## config.mk

```make
export PLATFORM = sky130hd
export DESIGN_NAME = rv_sdram_initiator_flat
export DESIGN_NICKNAME = d
export VERILOG_FILES = /design/src/rtl/rv_sdram_initiator_pkg.sv /design/src/rtl/rv_sdram_initiator_if.sv /design/src/rtl/rv_sdram_initiator.sv /design/src/flat_wrapper.sv
export SDC_FILE = /design/constraint.sdc
export NUM_CORES = 1
export LEC_CHECK = 0
export BUFFER_PORTS_ARGS = -buffer_cell sky130_fd_sc_hd__clkbuf_2
export CORE_UTILIZATION = 35
export CTS_CLUSTER_DIAMETER = 150
export DETAILED_ROUTE_END_ITERATION = 10
export GPL_ROUTABILITY_DRIVEN = 1
export PLACE_DENSITY = 0.55
export REMOVE_ABC_BUFFERS = 1
export SYNTH_ARGS = -nofsm -noshare
export SYNTH_HDL_FRONTEND = slang
export SYNTH_SLANG_ARGS = --single-unit
```

## constraint.sdc

```tcl
create_clock -name clk -period 1.55 [get_ports clk]
set_input_delay 0.2325 -clock clk [delete_from_list [all_inputs] [get_ports clk]]
set_output_delay 0.2325 -clock clk [all_outputs]
set_load 0.1 [all_outputs]
```

## src/rtl/rv_sdram_initiator_pkg.sv

```systemverilog
// Shared types and constants for the RISC-V to SDRAM toggle-handshake initiator.
// Optional watchdog is enabled by defining RV_INITIATOR_TIMEOUT_EN.
package rv_sdram_initiator_pkg;

  localparam int RV_ADDR_W  = 20;
  localparam int RV_DATA_W  = 16;
  localparam int CPU_ADDR_W = 19;

  localparam logic [1:0]  DS_BOTH       = 2'b11;
  localparam logic [31:0] TIMEOUT_RDATA = 32'hDEADBEEF;

  typedef enum logic [2:0] {
    IDLE,
    ISSUE_LO,
    WAIT_LO,
    CAP_LO,
    ISSUE_HI,
    WAIT_HI,
    CAP_HI,
    DONE
  } state_e;

endpackage

```

## src/rtl/rv_sdram_initiator_if.sv

```systemverilog
// Softcore valid/ready word bus plus the controller's halfword toggle-handshake port.
// master = the initiator, slave = the core/controller environment around it.
interface rv_sdram_initiator_if;
  import rv_sdram_initiator_pkg::*;

  logic                  cpu_valid;
  logic                  cpu_ready;
  logic [CPU_ADDR_W-1:0] cpu_addr;
  logic [3:0]            cpu_wstrb;
  logic [31:0]           cpu_wdata;
  logic [31:0]           cpu_rdata;
  logic                  cpu_err;

  logic [RV_ADDR_W-1:0]  rv_addr;
  logic [RV_DATA_W-1:0]  rv_din;
  logic [1:0]            rv_ds;
  logic                  rv_we;
  logic                  rv_req;
  logic                  rv_req_ack;
  logic [RV_DATA_W-1:0]  rv_dout;

  modport master (
    input  cpu_valid, cpu_addr, cpu_wstrb, cpu_wdata, rv_req_ack, rv_dout,
    output cpu_ready, cpu_rdata, cpu_err, rv_addr, rv_din, rv_ds, rv_we, rv_req
  );

  modport slave (
    output cpu_valid, cpu_addr, cpu_wstrb, cpu_wdata, rv_req_ack, rv_dout,
    input  cpu_ready, cpu_rdata, cpu_err, rv_addr, rv_din, rv_ds, rv_we, rv_req
  );

endinterface

```

## src/rtl/rv_sdram_initiator.sv

```systemverilog
// Splits 32-bit core requests into one or two 16-bit toggle-handshake accesses.
// Define RV_INITIATOR_TIMEOUT_EN to add a per-access ack watchdog (TIMEOUT_CYCLES).
module rv_sdram_initiator
  import rv_sdram_initiator_pkg::*;
#(
  parameter int unsigned TIMEOUT_CYCLES = 64
) (
  input  logic                 clk,
  input  logic                 resetn,
  rv_sdram_initiator_if.master bus
);

  state_e                state_reg, state_next;
  logic [CPU_ADDR_W-1:0] addr_reg, addr_next;
  logic [3:0]            wstrb_reg, wstrb_next;
  logic [31:0]           wdata_reg, wdata_next;
  logic                  is_write_reg, is_write_next;
  logic [31:0]           rdata_reg, rdata_next;
  logic                  err_reg, err_next;
  logic                  rv_req_reg, rv_req_next;
  logic [RV_ADDR_W-1:0]  rv_addr_reg, rv_addr_next;
  logic [RV_DATA_W-1:0]  rv_din_reg, rv_din_next;
  logic [1:0]            rv_ds_reg, rv_ds_next;
  logic                  rv_we_reg, rv_we_next;

  logic handshake_idle;
  logic timeout;

  // Doubles as "ack observed" in WAIT and "nothing outstanding" in ISSUE; the
  // latter also absorbs a late ack left behind by a watchdog abort.
  assign handshake_idle = (bus.rv_req_ack == rv_req_reg);

`ifdef RV_INITIATOR_TIMEOUT_EN
  localparam int unsigned WD_W = $clog2(TIMEOUT_CYCLES + 1);

  logic [WD_W-1:0] wd_cnt_reg, wd_cnt_next;

  always_comb begin
    wd_cnt_next = wd_cnt_reg;
    case (state_reg)
      ISSUE_LO, ISSUE_HI: wd_cnt_next = '0;
      WAIT_LO, WAIT_HI:   wd_cnt_next = wd_cnt_reg + WD_W'(1);
      default:            wd_cnt_next = wd_cnt_reg;
    endcase
  end

  always_ff @(posedge clk) begin
    if (!resetn) begin
      wd_cnt_reg <= '0;
    end else begin
      wd_cnt_reg <= wd_cnt_next;
    end
  end

  assign timeout = ((state_reg == WAIT_LO) || (state_reg == WAIT_HI)) && !handshake_idle &&
                   (wd_cnt_reg == WD_W'(TIMEOUT_CYCLES - 1));
`else
  logic unused_timeout_cfg;
  assign unused_timeout_cfg = |TIMEOUT_CYCLES;
  assign timeout            = 1'b0;
`endif

  always_comb begin
    state_next    = state_reg;
    addr_next     = addr_reg;
    wstrb_next    = wstrb_reg;
    wdata_next    = wdata_reg;
    is_write_next = is_write_reg;
    rdata_next    = rdata_reg;
    err_next      = err_reg;
    rv_req_next   = rv_req_reg;
    rv_addr_next  = rv_addr_reg;
    rv_din_next   = rv_din_reg;
    rv_ds_next    = rv_ds_reg;
    rv_we_next    = rv_we_reg;

    case (state_reg)
      IDLE: begin
        if (bus.cpu_valid) begin
          addr_next     = bus.cpu_addr;
          wstrb_next    = bus.cpu_wstrb;
          wdata_next    = bus.cpu_wdata;
          is_write_next = |bus.cpu_wstrb;
          err_next      = 1'b0;
          // Only an upper-lane-only write skips the low halfword.
          if ((bus.cpu_wstrb != 4'b0000) && (bus.cpu_wstrb[1:0] == 2'b00)) begin
            state_next = ISSUE_HI;
          end else begin
            state_next = ISSUE_LO;
          end
        end
      end

      ISSUE_LO: begin
        if (handshake_idle) begin
          rv_req_next  = ~rv_req_reg;
          rv_addr_next = {addr_reg, 1'b0};
          rv_ds_next   = is_write_reg ? wstrb_reg[1:0] : DS_BOTH;
          rv_din_next  = wdata_reg[15:0];
          rv_we_next   = is_write_reg;
          state_next   = WAIT_LO;
        end
      end

      WAIT_LO: begin
        if (handshake_idle) begin
          if (!is_write_reg) begin
            state_next = CAP_LO;
          end else if (wstrb_reg[3:2] != 2'b00) begin
            state_next = ISSUE_HI;
          end else begin
            state_next = DONE;
          end
        end else if (timeout) begin
          err_next   = 1'b1;
          rdata_next = is_write_reg ? rdata_reg : TIMEOUT_RDATA;
          state_next = DONE;
        end
      end

      CAP_LO: begin
        rdata_next[15:0] = bus.rv_dout;
        state_next       = ISSUE_HI;
      end

      ISSUE_HI: begin
        if (handshake_idle) begin
          rv_req_next  = ~rv_req_reg;
          rv_addr_next = {addr_reg, 1'b1};
          rv_ds_next   = is_write_reg ? wstrb_reg[3:2] : DS_BOTH;
          rv_din_next  = wdata_reg[31:16];
          rv_we_next   = is_write_reg;
          state_next   = WAIT_HI;
        end
      end

      WAIT_HI: begin
        if (handshake_idle) begin
          state_next = is_write_reg ? DONE : CAP_HI;
        end else if (timeout) begin
          err_next   = 1'b1;
          rdata_next = is_write_reg ? rdata_reg : TIMEOUT_RDATA;
          state_next = DONE;
        end
      end

      CAP_HI: begin
        rdata_next[31:16] = bus.rv_dout;
        state_next        = DONE;
      end

      DONE: begin
        state_next = IDLE;
      end

      default: begin
        state_next = IDLE;
      end
    endcase
  end

  always_ff @(posedge clk) begin
    if (!resetn) begin
      state_reg    <= IDLE;
      addr_reg     <= '0;
      wstrb_reg    <= '0;
      wdata_reg    <= '0;
      is_write_reg <= 1'b0;
      rdata_reg    <= '0;
      err_reg      <= 1'b0;
      rv_req_reg   <= 1'b0;
      rv_addr_reg  <= '0;
      rv_din_reg   <= '0;
      rv_ds_reg    <= 2'b00;
      rv_we_reg    <= 1'b0;
    end else begin
      state_reg    <= state_next;
      addr_reg     <= addr_next;
      wstrb_reg    <= wstrb_next;
      wdata_reg    <= wdata_next;
      is_write_reg <= is_write_next;
      rdata_reg    <= rdata_next;
      err_reg      <= err_next;
      rv_req_reg   <= rv_req_next;
      rv_addr_reg  <= rv_addr_next;
      rv_din_reg   <= rv_din_next;
      rv_ds_reg    <= rv_ds_next;
      rv_we_reg    <= rv_we_next;
    end
  end

  assign bus.cpu_ready = (state_reg == DONE);
  assign bus.cpu_rdata = rdata_reg;
  assign bus.cpu_err   = err_reg;
  assign bus.rv_req    = rv_req_reg;
  assign bus.rv_addr   = rv_addr_reg;
  assign bus.rv_din    = rv_din_reg;
  assign bus.rv_ds     = rv_ds_reg;
  assign bus.rv_we     = rv_we_reg;

endmodule
```

## src/flat_wrapper.sv

```systemverilog
// flat-port wrapper written by rule: the top's interface ports become plain ports
module rv_sdram_initiator_flat import rv_sdram_initiator_pkg::*;
#(
  parameter int unsigned TIMEOUT_CYCLES = 64
)
  (clk, resetn, bus_cpu_valid, bus_cpu_addr, bus_cpu_wstrb, bus_cpu_wdata, bus_rv_req_ack, bus_rv_dout, bus_cpu_ready, bus_cpu_rdata, bus_cpu_err, bus_rv_addr, bus_rv_din, bus_rv_ds, bus_rv_we, bus_rv_req);
  rv_sdram_initiator_if bus_i ();
  input  logic clk;
  input  logic resetn;
  input wire logic [$bits(bus_i.cpu_valid)-1:0] bus_cpu_valid;
  input wire logic [$bits(bus_i.cpu_addr)-1:0] bus_cpu_addr;
  input wire logic [$bits(bus_i.cpu_wstrb)-1:0] bus_cpu_wstrb;
  input wire logic [$bits(bus_i.cpu_wdata)-1:0] bus_cpu_wdata;
  input wire logic [$bits(bus_i.rv_req_ack)-1:0] bus_rv_req_ack;
  input wire logic [$bits(bus_i.rv_dout)-1:0] bus_rv_dout;
  output wire logic [$bits(bus_i.cpu_ready)-1:0] bus_cpu_ready;
  output wire logic [$bits(bus_i.cpu_rdata)-1:0] bus_cpu_rdata;
  output wire logic [$bits(bus_i.cpu_err)-1:0] bus_cpu_err;
  output wire logic [$bits(bus_i.rv_addr)-1:0] bus_rv_addr;
  output wire logic [$bits(bus_i.rv_din)-1:0] bus_rv_din;
  output wire logic [$bits(bus_i.rv_ds)-1:0] bus_rv_ds;
  output wire logic [$bits(bus_i.rv_we)-1:0] bus_rv_we;
  output wire logic [$bits(bus_i.rv_req)-1:0] bus_rv_req;
  assign bus_i.cpu_valid = bus_cpu_valid;
  assign bus_i.cpu_addr = bus_cpu_addr;
  assign bus_i.cpu_wstrb = bus_cpu_wstrb;
  assign bus_i.cpu_wdata = bus_cpu_wdata;
  assign bus_i.rv_req_ack = bus_rv_req_ack;
  assign bus_i.rv_dout = bus_rv_dout;
  assign bus_cpu_ready = bus_i.cpu_ready;
  assign bus_cpu_rdata = bus_i.cpu_rdata;
  assign bus_cpu_err = bus_i.cpu_err;
  assign bus_rv_addr = bus_i.rv_addr;
  assign bus_rv_din = bus_i.rv_din;
  assign bus_rv_ds = bus_i.rv_ds;
  assign bus_rv_we = bus_i.rv_we;
  assign bus_rv_req = bus_i.rv_req;
  rv_sdram_initiator #(.TIMEOUT_CYCLES(TIMEOUT_CYCLES)) u_core (.clk(clk), .resetn(resetn), .bus(bus_i));
endmodule
```

Word level (Yosys, flattened, before mapping)
Cells that the tools add are included.
W data, S select, Z words.
{"block": "word_totals", "ff_bits": 131, "out_inout_bits": 74}
{"block": "classes", "n_eq_ne": 13, "muxes": 21, "n_bitwise": 1, "reduce_logical": 12}
{"cell": "$mux W20", "n": 2}
{"cell": "$pmux W20 S2", "n": 1}
{"cell": "$mux W16", "n": 2}
{"cell": "$pmux W16 S2", "n": 1}
{"cell": "$pmux W3 S8", "n": 1}
{"cell": "$mux W3", "n": 7}
{"cell": "$eq A3 B3 Y1 const B", "n": 4}
{"cell": "$mux W2", "n": 5}
{"cell": "$ne A2 B1 Y1 const B", "n": 4}
{"cell": "$eq A3 B2 Y1 const B", "n": 2}
{"cell": "$reduce_and A5 Y1", "n": 1}
{"cell": "$pmux W2 S2", "n": 1}
{"cell": "$reduce_and A2 Y1", "n": 2}
{"cell": "$reduce_bool A2 Y1", "n": 2}
{"cell": "$reduce_bool A4 Y1", "n": 1}
{"cell": "$reduce_or A4 Y1", "n": 1}
{"cell": "$eq A3 B1 Y1 const B", "n": 1}
{"cell": "$logic_not A3 Y1", "n": 1}
{"cell": "$reduce_and A3 Y1", "n": 1}
{"cell": "$logic_not A2 Y1", "n": 1}
{"cell": "$ne A2 B2 Y1 const B", "n": 1}
{"cell": "$reduce_or A2 Y1", "n": 1}
{"cell": "$eq A1 B1 Y1", "n": 1}
{"cell": "$logic_and A1 B1 Y1", "n": 1}
{"cell": "other kinds (2)", "n": 2}

Logic depth before layout (Yosys ltp)
Gate-level depths: netlist of the first run.
{"block": "logic_depth", "word_depth": 5, "depth_mapped": 7, "depth_no_buf": 4}

Worst setup path before layout of the first run
No wires, ideal clock.
{"block": "synth_path", "path_type": "reg-to-reg", "startpoint": "register u_core.rv_req_reg, in the netlist u_core.bus.rv_req", "endpoint": "register u_core.rv_din_reg[10], in the netlist u_core.bus.rv_din[10]", "arrival_time_ns": 2.032, "required_ns": 1.464, "setup_slack_ns": -0.568, "stages_incl_launch_ff": 6, "path_cell_list": "dfxtp_1 > xnor2_1 > and3_1 > buf_4 > buf_2 > a211oi_1"}
{"block": "synth_via", "elab_chain_len": 3}
{"item": "start: declaration", "line_no": "rv_sdram_initiator.sv:20", "source": "logic rv_req_reg, rv_req_next;"}
{"item": "start signal: assignment", "line_no": "rv_sdram_initiator.sv:184", "source": "rv_req_reg <= rv_req_next;"}
{"item": "$eq A1 B1 Y1 *", "line_no": "rv_sdram_initiator.sv:31", "source": "assign handshake_idle = (bus.rv_req_ack == rv_req_reg);"}
{"item": "$ne A2 B1 Y1 (no line)"}
{"item": "$reduce_and A3 Y1 (no line) *"}
{"item": "end signal: assignment", "line_no": "rv_sdram_initiator.sv:186", "source": "rv_din_reg <= rv_din_next;"}
{"item": "end: declaration", "line_no": "rv_sdram_initiator.sv:22", "source": "logic [RV_DATA_W-1:0] rv_din_reg, rv_din_next;"}
Mark *: on every way between the ends. The rest lies on a longest branch, timed or not.
A chain may end at the register's enable or synchronous reset.

Worst setup path after layout of the first run
{"block": "layout_path", "startpoint": "register u_core.state_reg[0]", "endpoint": "output port bus_cpu_ready"}
{"block": "layout_via", "elab_chain_len": 1}
{"item": "start: declaration", "line_no": "rv_sdram_initiator.sv:13", "source": "state_e state_reg, state_next;"}
{"item": "start signal: assignment", "line_no": "rv_sdram_initiator.sv:177", "source": "state_reg <= state_next;"}
{"item": "$eq A3 B3 Y1", "line_no": "rv_sdram_initiator.sv:192", "source": "assign bus.cpu_ready = (state_reg == DONE);"}
{"item": "end: declaration", "line_no": "flat_wrapper.sv:16", "source": "output wire logic [$bits(bus_i.cpu_ready)-1:0] bus_cpu_ready;"}
No other way between the ends.

==> results of run 1 <==
## power breakdown
group | leakage, nW | internal, mW | switching (mW)
clock network | 0.289 | 2.65 | 1.42
registers | 1.07 | 4.00 | 0.359
logic | 1.33 | 1.37 | 3.78
## synth_stat cells
cell type  count
o31ai_1        2
nor3b_2        1
or2_2          1
nor3_1         2
inv_1          3
and2_1         1
a211oi_1      16
nand2_1      216
a311oi_1       2
conb_1         1
nor2_1        24
a221oi_1       1
nor3_2         1
xor2_1         1
nor2b_1        1
buf_2          9
buf_6          1
a21oi_1      109
mux2i_1       18
xnor2_1        1
o21ai_1        2
o21ai_0        1
buf_4          9
nand3_1        6
a21o_1         2
a22oi_1        1
o22ai_1        1
clkbuf_1      26
a31oi_1        3
dfxtp_1      131
and3_1         4
or3b_2         1
nand2b_1       1
## layout make-up
class | instances | share of cell area
Clock buffer | 23 | 0.0724
Clock inverter | 9 | 0.0193
Inverter | 3 | 0.00209
Multi-Input combinational cell | 420 | 0.306
Sequential cell | 131 | 0.399
Tap cell | 176 | 0.0334
Timing Repair Buffer | 178 | 0.167
## metal layers
| metal | global-route usage | vias up |
|---|---|---|
| met5 | 0 | - |
| met4 | 0.0773 | 0 |
| met3 | 0.0699 | 20 |
| met2 | 0.280 | 155 |
| met1 | 0.218 | 2043 |
| li1 | - | 2279 |
## logic make-up after synthesis
family          after synthesis  share of synthesized area
simple gates                259                      0.211
compound gates              140                      0.159
flops                       131                      0.541
buf+inv                      48                     0.0480
mux                          18                     0.0372
xor+xnor                      2                    0.00361
other cells                   1                   0.000773
## cell usage in the layout, fill, tap and decap left out, drive strengths merged
| cell type | n |
|---|---|
| nand2 | 216 |
| clkbuf | 167 |
| dfxtp | 131 |
| a21oi | 109 |
| buf | 34 |
| nor2 | 24 |
| mux2i | 18 |
| a211oi | 16 |
| nand3 | 6 |
| and3 | 4 |
| a31oi | 3 |
| bufinv | 3 |
| clkinv | 3 |
| clkinvlp | 3 |
| inv | 3 |
| nor3 | 3 |
| o21ai | 3 |
| a21o | 2 |
| o31ai | 2 |
| a311oi | 2 |
| and2 | 1 |
| xnor2 | 1 |
| or3b | 1 |
| nand2b | 1 |
| o22ai | 1 |
| xor2 | 1 |
| nor3b | 1 |
| nor2b | 1 |
| a22oi | 1 |
| or2 | 1 |
| a221oi | 1 |
| conb | 1 |
## worst min-delay path: stages
cell and delay (ns):
clkbuf_2 0.08, nand2_1 0.04, a21oi_1 0.05
## through the flow
stage | utilization | cells | total power, mW | TNS (ns)
after floorplan | - | 554 | 8.03 | -116.85
after global placement | 0.445 | 908 | 9.49 | 0
after detailed placement | 0.445 | 908 | 9.56 | 0
after CTS | 0.491 | 940 | 13.7 | 0
after global routing | 0.492 | 940 | 14.3 | 0
final | 0.492 | 940 | 13.6 | 0
## repair_timing
| item | CTS | global route |
|---|---|---|
| gates resized for setup | 4 | 6 |
| endpoints found under the setup margin | 1 | 17 |
| pin swaps | 0 | 0 |
## how the worst min path moves through the flow
stage | startpoint | end | slack (ns) | cells past startpoint
global placement | u_core.addr_reg[12] | u_core.bus.rv_addr[13] | 0.44 | 2
detailed placement | u_core.wdata_reg[22] | u_core.wdata_reg[22] | 0.45 | 2
floorplan | bus_rv_req_ack | u_core.bus.rv_req | 0.35 | 1
finish | bus_cpu_wdata[30] | u_core.wdata_reg[30] | 0.03 | 3
CTS | bus_cpu_wdata[24] | u_core.wdata_reg[24] | 0.02 | 3
global route | bus_cpu_addr[17] | u_core.addr_reg[17] | 0.03 | 3
==> results by group, run 1 <==
Routing
  – Metal2 WL: 5.38 mm
  – DRC: 0
  – DR WL met3: 1.05 mm
  – Wirelength, routed: 12.3 mm
  – DR iter-0 viols: 194
  – DR vias: 4497
  – Wire length on met1: 5.59 mm
  – Highest metal used: met4
  – DRT antenna net count: 0
  – TritonRoute pass-1 iters: 4
  – Via/cell ratio: 4.78
  – Per-cell routed wire length: 13.0 um

Logic synthesis
  – Yosys warning total: 0
  – Post-synthesis area per instance: 8.09 um2
  – Unique masters post-synth: 33
  – Synth top area cells: dfxtp_1 54%, nand2_1 17%, a21oi_1 11%, mux2i_1 3.7%, a211oi_1 2.5%
  – Synth top area share: 0.541
  – Yosys top cell by area: dfxtp_1
  – Post-Syn Instances: 599
  – Mapped Area: 4850 um2
  – Yosys reg bits: 131
  – Sequential cell area fraction in the yosys report: 0.541

Power and ir drop
  – Leak Pwr: 2.69 nW
  – Maximum VDD drop: 0.00113 V
  – PwrDens: 2060 nW/um2

Clock network
  – CTS root buffer: clkbuf_16
  – Sink Count: 131
  – CTS Buffer Depth: 2
  – Clk Latency, worst-skew pair: 0.41 ns
  – CTS Buf Count: 17
  – Htree depth: 4
  – Clock transition at path regs: 0.06 ns
  – Postcts setup bufs: 0
  – # hold bufs at CTS: 0
  – CTS tree: done

Timing
  – Actual slew at the worst max-slew pin: 0.579 ns
  – Final hold viol count: 0
  – Worst Skew: 0.00475 ns
  – RSZ-0062 raised after global routing: no
  – Final setup fails: 0
  – Max-slew violations: 0
  – Fin crit share: 0.971
  – Max Fclk: 665 MHz
  – Hold slack: 0.0319 ns
  – Tmin final: 1.50 ns
  – Slew Limit Headroom: 0.616
  – Setup WS post-layout: 0.0455 ns

Cells and area
  – Share of cells above drive strength 1: 0.288
  – # nets final: 826
  – Total area of sequential cells: 2630 um2
  – Post-route cell area: 6600 um2
  – Layout area overhead: 36.1%
  – Fillers: 1332
  – Area of the multi-input gates: 2020 um2
  – Ant diodes: 0

Global route
  – Number of global-route vias before repair: 4282
  – Initial antenna violation count: 0
  – Tot GR Track Use: 0.179
  – Global-route congestion overflow total: 0
  – Global-route wire length before repair: 20.0 mm
  – Largest net degree at the start of global routing: 47

Placement
  – Placed inst area: 5960 um2
  – Pre-CTS WS: 0.0442 ns
  – Final HPWL DP: 8.32 mm
  – Placer congestion estimate: 0.781
  – Port Buf Inserts: 147

Setup path
  – CP Depth: 3
  – Crit Path Category: reg2out
  – Crit path capture: bus_cpu_ready
  – Worst path bufs/invs: 2
  – Slowest library cell on the worst path: dfxtp_4
  – CP arrival: 1.27 ns
  – Worst reg-to-reg setup slack: 0.12 ns
  – Crit-path max cell delay: 0.37 ns
  – Req. time, crit path: 1.32 ns
  – Delay-heaviest family, CP: flip-flops
  – Setup crit start kind: register
  – Worst R2R End: u_core.state_reg[1]
  – Crit path max fanout: 5
  – RR Startpoint: u_core.bus.rv_req
  – Cell breakdown of the critical path: buf_4 -> and3_4 -> buf_12
  – Worst r2r path cells: 5
  – Worst setup startpoint: u_core.state_reg[0]
  – CP Capture Type: output port

Floorplanning
  – Num rows: 42
  – Die H: 120 um
  – Initial Util: 0.362
  – Die width: 120 um
  – Ports: 149
  – Die area: 14300 um2
  – Core Footprint: 13400 um2

Run
  – Max_cap viols: 0

Hold path
  – Worst hold path class: in2reg

Run status
  – Status: completed
No activity file was read; power rests on OpenSTA's default activity.
==> run 2: changes to the inputs <==
- CORE_UTILIZATION: 35 -> 51
- PLACE_DENSITY: 0.55 -> 0.76
==> run 2 against run 1 <==
The flow now finishes with violations (negative setup slack). Sequential share of layout area is 5.2 points lower. Utilization grew 33 points. Worst hold slack gained 0.0073 ns. Cell count increased by 3.0%. Die area shrank 31%. Flip-flop and latch count is the same. Sequential power increased by 1%.
==> results by group, run 2 (synthesized netlist as in run 1, its figures left out) <==
Run status
  – Status: finished with violations
  – Failing checks: negative setup slack

Clock network
  – Clk Latency, worst-skew pair: 0.52 ns (+0.11 ns)
  – CTS root buffer: clkbuf_8
  – CTS Buf Count: 17 (unchanged)
  – Sink Count: 131 (unchanged)
  – Htree depth: 4 (unchanged)
  – CTS Buffer Depth: 2 (unchanged)
  – CTS tree: done
  – Clock transition at path regs: 0.06 ns (about the same)

Global route
  – Largest net degree at the start of global routing: 60 (+28%)
  – Initial antenna violation count: 0 (unchanged)
  – Global-route wire length before repair: 22.7 mm (+14%)
  – Global-route congestion overflow total: 0 (unchanged)
  – Tot GR Track Use: 0.294 (+0.115)
  – Number of global-route vias before repair: 5056 (+18%)

Timing
  – Setup WS post-layout: -0.0754 ns (-0.121 ns)
  – RSZ-0062 raised after global routing: yes
  – Tmin final: 1.63 ns (+0.121 ns)
  – Fin crit share: 1.05 (+0.0780)
  – Final setup fails: 6 (+6)
  – Final hold viol count: 0 (unchanged)
  – Worst Skew: 0.0124 ns (+0.00769 ns)
  – Max Fclk: 615 MHz (-7.4%)
  – Max-slew violations: 0 (unchanged)

Setup path
  – Worst path bufs/invs: 3 (+1)
  – Setup crit start kind: register
  – Crit-path max cell delay: 0.33 ns (-0.04 ns)
  – Slowest library cell on the worst path: dfxtp_2
  – Crit path max fanout: 10 (+5)
  – Cell breakdown of the critical path: buf_6 -> buf_4 -> nor3_4 -> and2_4 -> clkbuf_16 -> nand2_1 -> a21oi_1
  – Crit path capture: u_core.wdata_reg[13]
  – Worst setup startpoint: u_core.state_reg[2]
  – CP arrival: 2.06 ns (+0.79 ns)
  – Delay-heaviest family, CP: simple AND/OR/NAND/NOR gates
  – Worst R2R End: u_core.wdata_reg[13]
  – RR Startpoint: u_core.state_reg[2]
  – Req. time, crit path: 1.98 ns (+0.66 ns)
  – Worst reg-to-reg setup slack: -0.08 ns (-0.20 ns)
  – CP Capture Type: register
  – CP Depth: 7 (+4)
  – Crit Path Category: reg2reg
  – Worst r2r path cells: 7 (+2)

Cells and area
  – Leading cell type in the layout, fill and taps excluded: nand2_1
  – Fillers: 522 (-61%)
  – # nets final: 901 (+9.1%)
  – Commonest cells after routing, fill and taps aside: 215 x nand2_1, 128 x dfxtp_1, 104 x a21oi_1
  – Post-route cell area: 7570 um2 (+15%)
  – Area of the multi-input gates: 2110 um2 (+4.3%)
  – Total area of sequential cells: 2630 um2 (about the same)
  – Layout area overhead: 56.2%
  – Share of cells above drive strength 1: 0.284 (-0.00429)
  – Ant diodes: 0 (unchanged)

Placement
  – Port Buf Inserts: 147 (unchanged)
  – Placer congestion estimate: 0.857 (+9.7%)
  – Final HPWL DP: 7.95 mm (-4.5%)
  – Placed inst area: 5790 um2 (-2.8%)

Power and ir drop
  – PwrDens: 1930 nW/um2 (-6.5%)
  – Maximum VDD drop: 0.00134 V (+19%)
  – Final Power: 14.6 mW (+7.4%)
  – Leak Pwr: 3.08 nW (+15%)

Routing
  – DR vias: 5155 (+15%)
  – DR iter-0 viols: 282 (+45%)
  – DRC: 0 (unchanged)
  – TritonRoute pass-1 iters: 5 (+1)
  – DRT antenna net count: 0 (unchanged)
  – Wirelength, routed: 16.0 mm (+31%)
  – Via/cell ratio: 5.33 (+11%)
  – Per-cell routed wire length: 16.6 um (+27%)

Run
  – Max_cap viols: 0 (unchanged)

Floorplanning
  – Ports: 149 (unchanged)
  – Die H: 99.5 um (-17%)
  – Initial Util: 0.525 (+0.163)
  – Core Footprint: 9240 um2 (-31%)
  – Num rows: 35 (-17%)
  – Die width: 99.5 um (-17%)
  – Die area: 9900 um2 (-31%)

Hold path
  – Hold-critical path depth: 3 (unchanged)
  – Worst hold path class: in2reg
==> run 2: where the power goes <==
group / switching (mW) / internal [mW] / leakage [nW] / total [mW]
Clock: 1.56 / 2.47 / 0.291 / 4.04
Combinational: 4.23 / 1.90 / 1.72 / 6.13
Sequential: 0.419 / 4.00 / 1.07 / 4.42
==> run 2: cell type report <==
| cell class | instances | area share |
|---|---|---|
| clock inverters | 14 | 0.0235 |
| repair buffers | 253 | 0.273 |
| multi-input cells | 420 | 0.278 |
| clock buffers | 18 | 0.0552 |
| well taps | 129 | 0.0213 |
| flip-flops and latches | 131 | 0.347 |
| inverters | 3 | 0.00165 |
==> run 2: repair_timing <==
item,in CTS,in global routing
hold buffers,72,0
resized for setup,54,53
endpoints found under the setup margin,49,115
cloned,0,6
pin swaps,0,3
hold endpoints to repair,87,0
buffers inserted,2,4
==> run 2: layer usage <==
metal | part of all wire | routed length, um | GRT usage | up-vias
li1 | - | - | - | 2432
met4 | 0.030 | 480 | 0.150 | 0
met1 | 0.36 | 5830 | 0.306 | 2407
met3 | 0.075 | 1200 | 0.0787 | 43
met5 | 0 | 0 | 0 | -
met2 | 0.53 | 8520 | 0.541 | 273
==> run 2: through the flow <==
step / hold WS [ns] / setup TNS [ns] / setup WS, ns / util / instances
finish: 0.0392 / -0.214 / -0.0754 / 0.820 / 968
global route: 0.0172 / -2.22 / -0.135 / 0.820 / 968
CTS: 0.0159 / -0.0447 / -0.0447 / 0.786 / 958
detailed placement: 0.442 / 0 / 0.0356 / 0.627 / 852
global placement: 0.436 / 0 / 0.155 / 0.627 / 852
floorplan: 0.349 / -116.85 / -1.25 / - / 554
==> run 2: how the worst min path moves through the flow <==
stage,from,end,slack (ns)
floorplan,bus_rv_req_ack,u_core.bus.rv_req,0.35
global placement,u_core.addr_reg[15],u_core.bus.rv_addr[16],0.44
detailed placement,u_core.wstrb_reg[0],u_core.wstrb_reg[0],0.44
CTS,resetn,u_core.bus.rv_ds[0],0.02
global route,resetn,u_core.bus.rv_ds[0],0.02
finish,resetn,u_core.bus.rv_ds[0],0.04
==> run 2: worst min-delay path: cells and delay by family <==
family | cells | cell delay, ns
buffers and inverters | 1 | 0.14
AO/OA/AOI/OAI | 2 | 0.13
==> run 3: changes to the inputs <==
- BUFFER_PORTS_ARGS: -buffer_cell sky130_fd_sc_hd__clkbuf_2 -> unset
- CORE_UTILIZATION: 51 -> 62
- DONT_BUFFER_PORTS: unset -> 1
- PLACE_DENSITY: 0.76 -> 0.75
==> run 3 against run 2 <==
The flow now stops in global routing (5_1_grt). Area after synthesis stayed put. Synthesized cell count stayed put.
==> results by group, run 3 <==
Logic synthesis
  – Yosys warning total: 0 (unchanged)
  – Post-synthesis area per instance: 8.09 um2 (unchanged)
  – Post-Synth Simple-Gate Area: 0.211 (unchanged)
  – EDFF count, synth: 0 (unchanged)
  – Mux cell area share after synthesis: 0.0372 (unchanged)
  – Synth top area cells: dfxtp_1 54%, nand2_1 17%, a21oi_1 11%, mux2i_1 3.7%, a211oi_1 2.5%
  – Adder-cell share of the synthesized area: 0 (unchanged)
  – Mapped Area: 4850 um2 (unchanged)
  – Yosys reg bits: 131 (unchanged)
  – XOR/XNOR Fraction of Synth Area: 0.00361 (unchanged)
  – Largest family of logic cells by synthesized area: simple AND/OR/NAND/NOR gates
  – Ys flop type: dfxtp_1
  – Post-Syn Instances: 599 (unchanged)
  – Synth top area share: 0.541 (unchanged)
  – Top-count cell post-synth: nand2_1
  – Yosys top cell by area: dfxtp_1
  – Most frequent cells after synthesis: 216 x nand2_1, 131 x dfxtp_1, 109 x a21oi_1
  – Sequential cell area fraction in the yosys report: 0.541 (unchanged)
  – FFs w/ async S/R, synth: 0 (unchanged)
  – Unique masters post-synth: 33 (unchanged)
  – Synth Area in Compound Gates: 0.159 (unchanged)

Floorplanning
  – Ports: 149 (unchanged)
  – Die width: 90.4 um (-9.1%)
  – Num rows: 31 (-11%)
  – Initial Util: 0.654 (+0.130)
  – Die H: 90.4 um (-9.1%)

Clock network
  – Htree depth: 4 (unchanged)
  – CTS Buf Count: 17 (unchanged)
  – CTS root buffer: clkbuf_8
  – Sink Count: 131 (unchanged)
  – CTS Buffer Depth: 2 (unchanged)

Global route
  – Global-route congestion overflow total: 403
  – Largest net degree at the start of global routing: 50
  – Tot GR Track Use: 0.902

Placement
  – Final HPWL DP: 7.64 mm (-3.9%)
  – Port Buf Inserts: 0 (-100%)
  – Placer congestion estimate: 0.772 (-10%)
  – Pre-CTS WS: 0.0793 ns (+0.0437 ns)

Timing
  – Worst endpoint after global-route timing repair: bus_cpu_ready
  – Kind of the worst endpoint: primary output

Run status
  – Status: aborted with a tool error
  – First Error: [ERROR GRT-0232] Routing congestion too high. Check the congestion heatmap in the GUI.
  – Exit stage: global routing (5_1_grt)
run 3: logic make-up after synthesis:
family          count (synthesis)
simple gates                  259
compound gates                140
flops                         131
buf+inv                        48
mux                            18
xor+xnor                        2
other cells                     1
run 3: routing by layer:
metal  overflow  GRT usage
met3          1      0.659
met2        250       1.13
met1          0      0.862
met4        152       1.08
met5          0     0.0769
run 3: per-stage QoR:
stage | util | cell area, um2 | hold slack [ns] | setup TNS [ns] | std cells
after CTS | 0.938 | 6950 | 0.00524 | -0.00948 | 855
after global placement | 0.753 | 5580 | 0.366 | 0 | 748
after floorplan | - | 4630 | 0.349 | -116.85 | 554
after detailed placement | 0.753 | 5580 | 0.375 | 0 | 748
run 3: what timing repair did:
item,4_1_cts
hold buffers,73
gates resized for setup,7
hold endpoints to repair,94
endpoints found under the setup margin,1
buffers inserted,3
pin swaps,1
==> run 4: changes to the inputs <==
- CORE_UTILIZATION: 62 -> 40
- CTS_CLUSTER_DIAMETER: 150 -> unset
- PLACE_DENSITY: 0.75 -> unset
- PLACE_DENSITY_LB_ADDON: unset -> 0.15
==> run 4 against run 3 <==
The flow now finishes, with violations (design-rule violations).
==> results by group, run 4 (synthesized netlist as in run 1, its figures left out) <==
Floorplanning
  – Core Footprint: 11600 um2
  – Initial Util: 0.417 (-0.237)
  – Die H: 112 um (+24%)
  – Die area: 12600 um2
  – Num rows: 39 (+26%)
  – Ports: 149 (unchanged)
  – Die width: 112 um (+24%)

Timing
  – Total Neg Setup Slack: 0 ns
  – Slew Limit Headroom: 0.658
  – Final setup fails: 0
  – Max Fclk: 662 MHz
  – Tmin final: 1.51 ns
  – Hold slack: 0.0450 ns
  – Worst Skew: 0.00610 ns
  – Fin crit share: 0.974
  – Actual slew at the worst max-slew pin: 0.514 ns
  – Final hold viol count: 0
  – Max-slew violations: 0

Power and ir drop
  – Leak Pwr: 2.71 nW
  – Final Power: 13.5 mW
  – PwrDens: 1930 nW/um2
  – Maximum VDD drop: 0.00137 V

Cells and area
  – Fin util: 0.605
  – Area of the multi-input gates: 2030 um2
  – Share of cells above drive strength 1: 0.183
  – # nets final: 818
  – Total area of sequential cells: 2630 um2
  – Commonest cells after routing, fill and taps aside: 215 x nand2_1, 128 x dfxtp_1, 109 x a21oi_1
  – Ant diodes: 0
  – Layout area overhead: 45.0%
  – Fillers: 995
  – Final Instance Count excl. Fillers: 898
  – Leading cell type in the layout, fill and taps excluded: nand2_1

Routing
  – DRC: 14
  – DR vias: 4487
  – Via/cell ratio: 5.00
  – Wirelength, routed: 12.5 mm
  – DRT antenna net count: 0
  – DR iter-0 viols: 172
  – Per-cell routed wire length: 13.9 um
  – TritonRoute pass-1 iters: 7

Clock network
  – Clock transition at path regs: 0.05 ns
  – Htree depth: 4 (unchanged)
  – CTS tree: done
  – Sink Count: 131 (unchanged)
  – CTS Buffer Depth: 2 (unchanged)
  – CTS Buf Count: 17 (unchanged)
  – CTS root buffer: clkbuf_16
  – Clk Latency, worst-skew pair: 0.41 ns

Setup path
  – Slowest library cell on the worst path: dfxtp_4
  – Req. time, crit path: 1.32 ns
  – Crit Path Category: reg2out
  – CP Capture Type: output port
  – Cell breakdown of the critical path: buf_8 -> and3_4 -> buf_12
  – Crit path max fanout: 8
  – Setup crit start kind: register
  – CP arrival: 1.28 ns
  – Crit-path max cell delay: 0.37 ns

Global route
  – Tot GR Track Use: 0.202
  – Largest net degree at the start of global routing: 56
  – Initial antenna violation count: 0
  – Global-route congestion overflow total: 0
  – Number of global-route vias before repair: 4271
  – Global-route wire length before repair: 20.1 mm

Placement
  – Dpl cells: 790 (+5.6%)
  – Final HPWL DP: 7.81 mm (+2.2%)
  – Port Buf Inserts: 0 (unchanged)
  – Placer congestion estimate: 0.747 (-3.2%)

Run status
  – Failing checks: design-rule violations
  – Status: finished with violations

Run
  – Max_cap viols: 0

Hold path
  – Worst hold path class: in2reg
## run 4: power breakdown
group          total, mW  switching (mW)  leakage (nW)  internal [mW]
sequential          4.36           0.355          1.07           4.01
clock               3.79            1.34         0.283           2.44
combinational       5.40            3.82          1.35           1.58
total               13.5            5.52          2.71           8.03
## run 4: what timing repair did
item,4_1_cts,5_1_grt
gates resized for setup,5,10
hold buffers,73,0
buffers inserted,0,3
pin swaps,0,0
gates cloned,0,1
hold endpoints to repair,92,0
endpoints found under the setup margin,1,38
## run 4: final timing paths
| kind | start | to | slack (ns) | depth (start not counted) |
|---|---|---|---|---|
| hold / removal | bus_cpu_wstrb[1] | u_core.is_write_reg | 0.05 | 2 |
| setup / recovery | u_core.state_reg[0] | bus_cpu_ready | 0.04 | 3 |
| hold reg to reg | u_core.addr_reg[4] | u_core.bus.rv_addr[5] | 0.45 | 2 |
| setup reg to reg | u_core.state_reg[2] | u_core.bus.rv_din[1] | 0.12 | 5 |
## run 4: layer usage
layer,GRT usage,up-vias,wire length (um)
met5,0,-,0
met4,0.0951,0,261
met3,0.0707,22,937
met2,0.337,136,6010
met1,0.232,2060,5270
li1,-,2269,-
## run 4: layout make-up
type,instances,area share
Sequential cell,131,0.375
Multi-Input combinational cell,420,0.289
Timing Repair Buffer,170,0.228
Clock buffer,27,0.0744
Tap cell,143,0.0254
Clock inverter,4,0.00641
Inverter,3,0.00196
## run 4: through the flow
stage                     worst slack (ns)  area (um2)
after floorplan                      -1.25        4630
after global placement              0.0738        5630
after detailed placement            0.0290        5630
final                               0.0399        7030
after CTS                          0.00983        6940
after global routing             -0.000423        7030
## run 4: worst max-delay path: cells and delay by family, from the launching register on
| kind | cells | cell delay, ns |
|---|---|---|
| buf+inv | 2 | 0.30 |
| flops | 1 | 0.37 |
| simple gates | 1 | 0.20 |
